$ cat src/rtl/pulse_capture.sv
// Step/direction capture for one axis: filters the step pulses, tracks a 16-bit position,
// and latches a per-window signed step count that an MCU reads one byte at a time.
module pulse_capture #(
  parameter int PERIOD = 20000,
  parameter int FILT   = 4
) (
  input  logic       clk,
  input  logic       rst_n,
  input  logic       pulse_in,
  input  logic       dir_in,
  input  logic       RD,
  input  logic [1:0] SEL,
  output logic [7:0] Q,
  output logic       valid,
  output logic       ovf
);

  localparam int HW = $clog2(FILT + 1);
  localparam int WW = (PERIOD > 1) ? $clog2(PERIOD) : 1;

  // One step towards the current direction, clamped to the symmetric +/-127 range.
  function automatic logic signed [7:0] sat_step(input logic signed [7:0] a,
                                                 input logic rev);
    if (rev) return (a == -8'sd127) ? a : a - 8'sd1;
    else     return (a ==  8'sd127) ? a : a + 8'sd1;
  endfunction

  function automatic logic [7:0] sign_mag(input logic signed [7:0] a);
    logic signed [7:0] neg;
    neg = -a;
    return a[7] ? {1'b1, neg[6:0]} : {1'b0, a[6:0]};
  endfunction

  logic [1:0]        r_pulse_sync;
  logic [1:0]        r_dir_sync;
  logic [1:0]        r_rd_sync;
  logic              r_rd_prev;
  logic [HW-1:0]     r_hi_cnt;
  logic [15:0]       r_pos;
  logic [7:0]        r_snap;
  logic signed [7:0] r_acc;
  logic [7:0]        r_word;
  logic [WW-1:0]     r_win_cnt;
  logic              r_valid;
  logic              r_ovf;
  logic [7:0]        r_q;

  logic w_pulse_s;
  logic w_dir_s;
  logic w_rd_s;
  logic w_step;
  logic w_win_end;
  logic w_rd_evt;

  assign w_pulse_s = r_pulse_sync[1];
  assign w_dir_s   = r_dir_sync[1];
  assign w_rd_s    = r_rd_sync[1];
  // The step fires on the single cycle the run counter climbs into FILT.
  assign w_step    = w_pulse_s && (r_hi_cnt == HW'(FILT - 1));
  assign w_win_end = (r_win_cnt == WW'(PERIOD - 1));
  assign w_rd_evt  = w_rd_s && !r_rd_prev;

  assign Q     = r_q;
  assign valid = r_valid;
  assign ovf   = r_ovf;

  always_ff @(posedge clk or negedge rst_n) begin
    if (!rst_n) begin
      r_pulse_sync <= '0;
      r_dir_sync   <= '0;
      r_rd_sync    <= '0;
      r_rd_prev    <= 1'b0;
    end else begin
      r_pulse_sync <= {r_pulse_sync[0], pulse_in};
      r_dir_sync   <= {r_dir_sync[0], dir_in};
      r_rd_sync    <= {r_rd_sync[0], RD};
      r_rd_prev    <= w_rd_s;
    end
  end

  always_ff @(posedge clk or negedge rst_n) begin
    if (!rst_n) begin
      r_hi_cnt <= '0;
    end else if (!w_pulse_s) begin
      r_hi_cnt <= '0;
    end else if (r_hi_cnt != HW'(FILT)) begin
      r_hi_cnt <= r_hi_cnt + HW'(1);
    end
  end

  always_ff @(posedge clk or negedge rst_n) begin
    if (!rst_n) begin
      r_pos <= '0;
    end else if (w_step) begin
      r_pos <= w_dir_s ? r_pos - 16'd1 : r_pos + 16'd1;
    end
  end

  // A step landing on the window-end cycle seeds the next window instead of this one.
  always_ff @(posedge clk or negedge rst_n) begin
    if (!rst_n) begin
      r_win_cnt <= '0;
      r_acc     <= '0;
      r_word    <= '0;
    end else if (w_win_end) begin
      r_win_cnt <= '0;
      r_word    <= sign_mag(r_acc);
      r_acc     <= w_step ? (w_dir_s ? -8'sd1 : 8'sd1) : 8'sd0;
    end else begin
      r_win_cnt <= r_win_cnt + WW'(1);
      if (w_step) r_acc <= sat_step(r_acc, w_dir_s);
    end
  end

  always_ff @(posedge clk or negedge rst_n) begin
    if (!rst_n) begin
      r_valid <= 1'b0;
      r_ovf   <= 1'b0;
    end else if (w_win_end) begin
      r_valid <= 1'b1;
      if (r_valid) r_ovf <= 1'b1;
    end else if (w_rd_evt && (SEL == 2'd0)) begin
      r_valid <= 1'b0;
      r_ovf   <= 1'b0;
    end
  end

  // Reading the low byte freezes the high byte so the pair stays coherent.
  always_ff @(posedge clk or negedge rst_n) begin
    if (!rst_n) begin
      r_q    <= '0;
      r_snap <= '0;
    end else if (w_rd_evt) begin
      case (SEL)
        2'd0:    r_q <= r_word;
        2'd1:    r_q <= r_pos[7:0];
        2'd2:    r_q <= r_snap;
        default: r_q <= {6'b0, r_ovf, r_valid};
      endcase
      if (SEL == 2'd1) r_snap <= r_pos[15:8];
    end
  end

endmodule

$ cat config.mk
export PLATFORM = sky130hd
export DESIGN_NAME = pulse_capture
export DESIGN_NICKNAME = d
export VERILOG_FILES = /design/src/rtl/pulse_capture.sv
export SDC_FILE = /design/constraint.sdc
export NUM_CORES = 1
export LEC_CHECK = 0
export CAP_MARGIN = 0
export CORE_MARGIN = 5
export CORE_UTILIZATION = 40
export CTS_CLUSTER_SIZE = 8
export DETAILED_ROUTE_END_ITERATION = 12
export GPL_TIMING_DRIVEN = 1
export SLEW_MARGIN = 20
export SYNTH_ARGS = -nofsm -noshare
export SYNTH_HDL_FRONTEND = slang
export SYNTH_SLANG_ARGS = --single-unit
$ cat constraint.sdc
create_clock -name clk -period 6.5 [get_ports clk]
set_input_delay 0.975 -clock clk [delete_from_list [all_inputs] [get_ports clk]]
set_output_delay 0.975 -clock clk [all_outputs]
set_load 0.01 [all_outputs]
==> results of run 1 <==
-- cell families after synthesis --
family / Yosys count / synth area share, %
compound gates: 101 / 14.2
xor+xnor: 36 / 7.53
simple gates: 141 / 16.0
flops: 75 / 44.8
buf+inv: 26 / 2.48
mux: 21 / 5.94
fa+ha+maj: 29 / 9.02
-- cells in the mapped netlist (2+ instances only) --
library cell	count	area, um2
nand4b_1	2	17.5
nor2b_1	7	43.8
buf_2	5	25.0
mux4_2	2	45.0
ha_1	27	338
xor2_1	18	158
fa_1	2	40.0
a31oi_1	2	12.5
o21a_1	3	22.5
a21oi_1	32	160
nor3_1	3	15.0
and3_1	3	18.8
nor2_1	30	113
dfrtp_1	75	1880
mux2_2	11	124
o21ai_1	3	15.0
inv_1	12	45.0
and2_1	4	25.0
a21o_1	4	30.0
nor4_1	4	25.0
o31ai_1	7	52.6
nor3b_1	4	30.0
nand2b_1	2	12.5
nand2_1	60	225
a21boi_0	2	15.0
o21ai_0	40	200
mux2i_1	8	80.1
clkbuf_1	9	33.8
a221oi_2	2	30.0
nand4_1	4	25.0
xnor2_1	18	158
nand3_1	11	55.1
-- layout make-up --
cell class                      count  area share, %
Sequential cell                    75           40.3
Clock inverter                      7           1.29
Inverter                           12          0.967
Clock buffer                        9           2.66
Tap cell                          136           3.65
Multi-Input combinational cell    328           47.4
Timing Repair Buffer               18           3.71
-- worst reg2reg max path, cell delays in order (launching register included) --
cell and delay (ns):
dfrtp_1 0.37, buf_4 0.24, fa_1 0.51, a21o_1 0.20, a221oi_2 0.40, o21ai_2 0.15
a221oi_2 0.27, xor2_1 0.18, o21ai_1 0.07
-- final timing paths --
check | endpoint | cells after the start | slack [ns] | from
min | r_rd_sync[1] | 0 | 0.36 | r_rd_sync[0]
max reg2reg | r_pos[12] | 8 | 3.99 | r_dir_sync[1]
min in group asynchronous | r_pos[2] | 1 | 0.75 | rst_n
min reg2reg | r_rd_sync[1] | 0 | 0.36 | r_rd_sync[0]
max | r_snap[4] | 4 | 3.59 | SEL[1]
max in group asynchronous | r_acc[2] | 1 | 5.14 | rst_n
-- placed cells by master, fill, tap and decap left out, types with 2 or more instances in the layout --
master / Yosys / layout
dfrtp_1: 75 / 75
nand2_1: 60 / 60
o21ai_0: 40 / 40
a21oi_1: 32 / 32
nor2_1: 30 / 30
ha_1: 27 / 27
xnor2_1: 18 / 18
xor2_1: 18 / 18
clkdlybuf4s50_1: 0 / 15
inv_1: 12 / 12
nand3_1: 11 / 11
mux2_2: 11 / 11
clkbuf_8: 0 / 9
mux2i_1: 8 / 8
o31ai_1: 7 / 7
nor2b_1: 7 / 7
nand4_1: 4 / 4
and2_1: 4 / 4
nor4_1: 4 / 4
a21o_1: 4 / 4
nor3b_1: 4 / 4
and3_1: 3 / 3
nor3_1: 3 / 3
o21ai_1: 3 / 3
o21a_1: 3 / 3
clkinvlp_4: 0 / 3
buf_4: 0 / 3
a21boi_0: 2 / 2
a221oi_2: 2 / 2
a31oi_1: 2 / 2
nand4b_1: 2 / 2
nand2b_1: 2 / 2
mux4_2: 2 / 2
fa_1: 2 / 2
inv_6: 0 / 2
-- state kept, by name, summed over array words and instances (netlist names) --
register and count:
Q 8, ovf 1, r_acc 8, r_dir_sync 2, r_hi_cnt 3, r_pos 16
r_pulse_sync 2, r_rd_prev 1, r_rd_sync 2, r_snap 8, r_win_cnt 15, r_word 8
valid 1
-- per-stage QoR --
step                utilization [%]  hold WS [ns]  power [mW]
finish                         45.3         0.357        1.82
global route                   45.3         0.375        1.98
CTS                            45.3         0.360        1.84
detailed placement             43.5         0.339        1.49
global placement               43.5         0.334        1.46
floorplan                         -         0.331        1.28
-- routing by layer --
| metal | GRT usage [%] | vias up |
|---|---|---|
| li1 | - | 1548 |
| met1 | 19.7 | 1473 |
| met2 | 22.6 | 44 |
| met3 | 3.07 | 16 |
| met4 | 6.97 | 0 |
| met5 | 0 | - |
-- power by group through the flow --
stage          sequential [mW]  combinational [mW]  clock [mW]
6_report                 0.719               0.760       0.342
5_1_grt                  0.738               0.870       0.377
4_1_cts                  0.718               0.765       0.353
3_5_place_dp             0.727               0.760           0
3_3_place_gp             0.725               0.739           0
2_1_floorplan            0.679               0.599           0
==> out/metrics.cfg, run 1 <==
[clocking]
clockBufferDepth = 2
postCtsResizedCells = 0
cts_hold_buffers = 0
cts_setup_buffers = 0
clk_pin_slew_ns = 0.09
cts_made_buffers = 9
cts_tree = yes
root_buffer = clkbuf_8
htreeDepth = 3
clock_sinks = 75
clock_latency_ns = 0.36

[worst_setup_path]
cp-start-kind = primary input
cpMostUsedCell = nor2b_1
cpLargestDelayFamily = simple AND/OR/NAND/NOR gates
arrival_ns = 3.16
cp_slowest_stage_delay_ns = 0.68
cp_num_buf_inv = 1
crit_type = in -> reg
required_ns = 6.75
cp_max_fo = 11
critPathCaptureType = flop
worstPathCellList = clkdlybuf4s50_1 > nor2b_1 > nor2b_1 > mux2_2
worst_path_max_delay_cell = clkdlybuf4s50_1

[power]
power_frac_seq_pct = 39.5
pwr-share-comb_pct = 41.8
power_leakage_nw = 2.04
power_switching_mw = 0.739
p_clk_share_pct = 18.8
power_density_nw_per_um2 = 391
ir_worst_vdd_uv = 135
internal-power_mw = 1.08
swShare_pct = 40.6

[timing]
final-setup-viol-count = 0
fmax_ghz = 0.343
final_hold_viol_count = 0
final_max_slew_viol_count = 0
fin_crit_ns = 2.91
fin_skew_ns = 0.00830
max_slew.worst_pin.slew_ns = 0.942
fin_crit_sh_pct = 44.8
slew_headroom_pct = 37.2
tns_ns = 0
rsz0062_at_grt = no
layout_setup_ws_ns = 3.59

[detailed_routing]
m1WireLength_um = 4230
top_layer = met4
wl_per_cell_um = 14.7
wl_met3_um = 274
dr.pass1.iters = 4
vias = 3081
drcViolationCount = 0
route.met2.wl_um = 3860
drtIter0Drc = 213
drt_wl_total_um = 8610
final_antenna_net_count = 0
drt-vias-per-instance = 5.27

[placement]
dpl.hpwl_um = 6160
dpl.cell_count = 569
globalplace.congestion = 0.865
place_area_um2 = 4470
port-buffer-count = 16
place_ws_ns = 3.24

[grt]
grt_pass1_wl_um = 14900
grt.overflow.total = 0
grt_usage_pct = 14.7
grt_max_degree = 76
grt_pass1_vias = 3059
antenna_found_initial = 0

[layout]
drive_gt1_share_pct = 9.13
fin_nets = 480
area_delta_synth_final_pct = 11.2
final_cells = 585
fillers = 988
seq_area_um2 = 1880
multi_input_area_um2 = 2210
diodes = 0
fin_area_um2 = 4660

[floorplan]
rows = 37
die_w_um = 112
io_pins = 17
core_um2 = 10300
start_util_pct = 40.8
die_h_um = 112
fp.dieArea_um2 = 12600

[logic_synthesis]
ys.flop_type = dfrtp_1
synth_cell_types = 45
synth-seq-cells = 75
syn-num-nets = 465
synth_edf_count = 0
async_flop_share_pct = 100
netlist_area_um2 = 4190
ys_seq_area_share_pct = 44.8
synthCells = 429
synth.avg_cell_area_um2 = 9.76
synth_warnings = 0

[flow_run]
drv_cap = 0

[outcome]
outcome = completed

[worst_hold_path]
min-delay-path-class = reg -> reg

(Power assumes the default switching activity.)
==> inputs of run 2 (changes only) <==
clock period = 2.9 ns   (was 6.5 ns; I/O delays follow)
==> out/metrics.cfg, run 2 (synthesis results as in run 1) <==
[timing]
final_max_slew_viol_count = 0
fin_skew_ns = 0.0123
final_hold_viol_count = 0
final-setup-viol-count = 0
fin_crit_ns = 2.66
rsz0062_at_grt = no
fmax_ghz = 0.376
hold_slack_ns = 0.202
max_slew.worst_pin.slew_ns = 0.912
tns_ns = 0
slew_headroom_pct = 39.2
fin_crit_sh_pct = 91.6

[worst_setup_path]
required_ns = 3.13
crit_type = reg -> reg
cp-start-kind = flop
arrival_ns = 2.89
critPathCaptureType = flop
cp_max_fo = 17

[floorplan]
fp.dieArea_um2 = 12600
start_util_pct = 40.8
core_um2 = 10300
die_w_um = 112
die_h_um = 112
io_pins = 17
rows = 37

[clocking]
root_buffer = clkbuf_8
cts_setup_buffers = 0
postCtsResizedCells = 0
cts_hold_buffers = 0
clock_sinks = 75
clk_pin_slew_ns = 0.08
htreeDepth = 3
cts_made_buffers = 9
clockBufferDepth = 2
cts_tree = yes
clock_latency_ns = 0.35

[power]
power_frac_seq_pct = 38.2
pwr-share-comb_pct = 40.4
power_leakage_nw = 2.09
ir_worst_vdd_uv = 252
swShare_pct = 38.5
power_switching_mw = 1.63
internal-power_mw = 2.59
power_density_nw_per_um2 = 892
p_clk_share_pct = 21.4

[layout]
area_delta_synth_final_pct = 13.0
final_common_cell = dfrtp_1
final_cells = 590
reg.largest.list = r_pos: 16 flops, r_win_cnt: 15 flops
largest_register_ffs = 16
fin_nets = 485
layout_common_cells = dfrtp_1 (75), nand2_1 (60), o21ai_0 (40)
fillers = 970
largest_register = r_pos
diodes = 0
drive_gt1_share_pct = 10.1

[grt]
antenna_found_initial = 0
grt_usage_pct = 14.3
grt.overflow.total = 0
grt_pass1_vias = 3020
grt_max_degree = 76
grt_pass1_wl_um = 14800

[detailed_routing]
final_antenna_net_count = 0
drcViolationCount = 0
vias = 3067
dr.pass1.iters = 4
drtIter0Drc = 186
drt_wl_total_um = 8480
drt-vias-per-instance = 5.20
wl_per_cell_um = 14.4

[placement]
port-buffer-count = 16
dpl.hpwl_um = 6160
globalplace.congestion = 0.864
dpl.cell_count = 574

[outcome]
outcome = completed

[flow_run]
drv_cap = 0

[worst_hold_path]
min-delay-path-class = in -> async

[run 2: metal layers]
metal,global-route usage [%],part of all wire (%),vias to the layer above
li1,-,-,1551
met5,0,0,-
met1,20.1,50,1456
met4,6.49,2.3,0
met3,2.10,3.0,15
met2,22.0,45,45
[run 2: layout make-up]
type / instances / area, um2 / area share (%)
clock buffer: 9 / 124 / 2.62
clock inverter: 7 / 98.8 / 2.09
sequential: 75 / 1880 / 39.7
timing repair buffer: 23 / 210 / 4.44
multi-input combinational: 328 / 2210 / 46.7
inverter: 12 / 45.0 / 0.952
tap: 136 / 170 / 3.60
[run 2: power by group through the flow]
stage / sequential (mW) / clock, mW / combinational (mW)
2_1_floorplan: 1.52 / 0 / 1.34
3_3_place_gp: 1.63 / 0 / 1.66
3_5_place_dp: 1.63 / 0 / 1.70
4_1_cts: 1.61 / 0.926 / 1.71
5_1_grt: 1.65 / 0.977 / 1.94
6_report: 1.61 / 0.902 / 1.71
[run 2: final timing paths]
path / start / end / slack [ns] / cells past startpoint
min in group clk: r_pulse_sync[0] / r_pulse_sync[1] / 0.35 / 0
worst max-delay path: r_dir_sync[1] / r_acc[7] / 0.24 / 7
max in group asynchronous: rst_n / r_pos[8] / 2.09 / 1
worst max register to register: r_dir_sync[1] / r_acc[7] / 0.24 / 7
worst min register to register: r_pulse_sync[0] / r_pulse_sync[1] / 0.35 / 0
worst min-delay path: rst_n / r_pos[6] / 0.20 / 1
[run 2: stage by stage]
stage               worst slack [ns]  cell area [um2]  util (%)  power [mW]
floorplan                      0.419             4190         -        2.86
global placement               0.319             4510      43.9        3.29
detailed placement             0.246             4510      43.9        3.33
CTS                            0.234             4730      46.1        4.25
global route                  0.0297             4730      46.1        4.57
finish                         0.243             4730      46.1        4.22
[run 2: critical path, cell delays in order, from the launching register on]
cell      delay, ns
dfrtp_1        0.83
buf_4          0.31
nand4b_1       0.13
nor2_1         0.05
a211oi_2       0.73
nand2_1        0.12
o31ai_1        0.28
nor4_2         0.09
==> inputs of run 3 (changes only) <==
CORE_MARGIN = default   (was 5)
==> out/metrics.cfg, run 3 (synthesis results as in run 1) <==
[outcome]
outcome = completed

[clocking]
clk_pin_slew_ns = 0.09
cts_setup_buffers = 0
root_buffer = clkbuf_8
postCtsResizedCells = 0
cts_tree = yes
htreeDepth = 3
clock_latency_ns = 0.36
clock_sinks = 75
cts_hold_buffers = 0
clockBufferDepth = 2
cts_made_buffers = 9

[layout]
largest_register = r_pos
area_delta_synth_final_pct = 12.5
layout_common_cells = dfrtp_1 (75), nand2_1 (60), o21ai_0 (40)
fin_nets = 485
drive_gt1_share_pct = 10.1
fin_area_um2 = 4710
reg.largest.list = r_pos: 16 flops, r_win_cnt: 15 flops
fillers = 938
diodes = 0
final_common_cell = dfrtp_1
largest_register_ffs = 16

[detailed_routing]
final_antenna_net_count = 0
drtIter0Drc = 160
dr.pass1.iters = 4
wl_per_cell_um = 14.3
drcViolationCount = 0
drt_wl_total_um = 8410
vias = 3071
drt-vias-per-instance = 5.23

[timing]
final_max_slew_viol_count = 0
max_slew.worst_pin.slew_ns = 0.970
rsz0062_at_grt = no
final-setup-viol-count = 0
slew_headroom_pct = 35.3
layout_setup_ws_ns = 0.288
fin_skew_ns = 0.00995
fin_crit_ns = 2.61
final_hold_viol_count = 0
tns_ns = 0
fmax_ghz = 0.383
fin_crit_sh_pct = 90.1
hold_slack_ns = 0.214

[worst_setup_path]
crit_type = reg -> reg
cp-start-kind = flop
arrival_ns = 2.86
required_ns = 3.15
cp_max_fo = 17
critPathCaptureType = flop

[grt]
grt_pass1_vias = 2972
antenna_found_initial = 0
grt_usage_pct = 16.7
grt.overflow.total = 0
grt_max_degree = 76
grt_pass1_wl_um = 14500

[placement]
place_area_um2 = 4510
dpl.hpwl_um = 6130
globalplace.congestion = 0.795
place_ws_ns = 0.300
port-buffer-count = 16

[floorplan]
io_pins = 17
die_h_um = 104
fp.dieArea_um2 = 10900
start_util_pct = 42.1
core_um2 = 9950
rows = 36
die_w_um = 104

[flow_run]
drv_cap = 0

[power]
power_leakage_nw = 2.08
ir_worst_vdd_uv = 331
power_density_nw_per_um2 = 886

[worst_hold_path]
min-delay-path-class = in -> async

## run 3: cell count changes in the layout (fill, tap and decap cells not counted), sizes merged
cell / before / now
bufinv: 2 / 1
inv: 14 / 16
clkinvlp: 1 / 2
clkinv: 2 / 0
## run 3: critical path: stages (launching register included)
cell,delay (ns)
dfrtp_1,0.79
ha_1,0.41
a21o_1,0.22
a221oi_2,0.42
o21ai_2,0.14
a221oi_2,0.27
xor2_1,0.18
o21ai_1,0.07
## run 3: area by class of cell
type | instances | area, um2 | area share, %
repair buffers | 23 | 210 | 4.46
well taps | 133 | 166 | 3.53
flip-flops and latches | 75 | 1880 | 39.8
inverters | 12 | 45.0 | 0.956
multi-input cells | 328 | 2210 | 46.9
clock inverters | 7 | 82.6 | 1.75
clock buffers | 9 | 124 | 2.63
## run 3: routing by layer
metal	global-route usage [%]	wire, um	up-vias	part of all wire (%)
met2	26.0	3810	42	45
met3	3.32	234	10	2.8
met1	22.8	4220	1476	50
li1	-	-	1543	-
met5	0	0	-	0
met4	6.84	148	0	1.8
## run 3: worst paths after layout
path                            startpoint         endpoint  slack [ns]  cells after the start
max                          r_dir_sync[1]        r_pos[12]        0.29                      7
min                                  rst_n        r_pos[14]        0.21                      1
max reg2reg                  r_dir_sync[1]        r_pos[12]        0.29                      7
min in group clk           r_pulse_sync[0]  r_pulse_sync[1]        0.36                      0
min reg2reg                r_pulse_sync[0]  r_pulse_sync[1]        0.36                      0
max in group asynchronous            rst_n         r_acc[0]        2.05                      1
## run 3: where the power goes
group	switching (mW)	internal, mW
combinational	0.915	0.797
sequential	0.292	1.31
clock	0.450	0.412
total	1.66	2.52
## run 3: metrics by stage
stage                     util [%]  total power, mW  std cells
final                         47.3             4.18        587
after global routing          47.3             4.50        587
after CTS                     47.3             4.20        587
after detailed placement      45.3             3.34        571
after global placement        45.3             3.29        571
after floorplan                  -             2.86        429
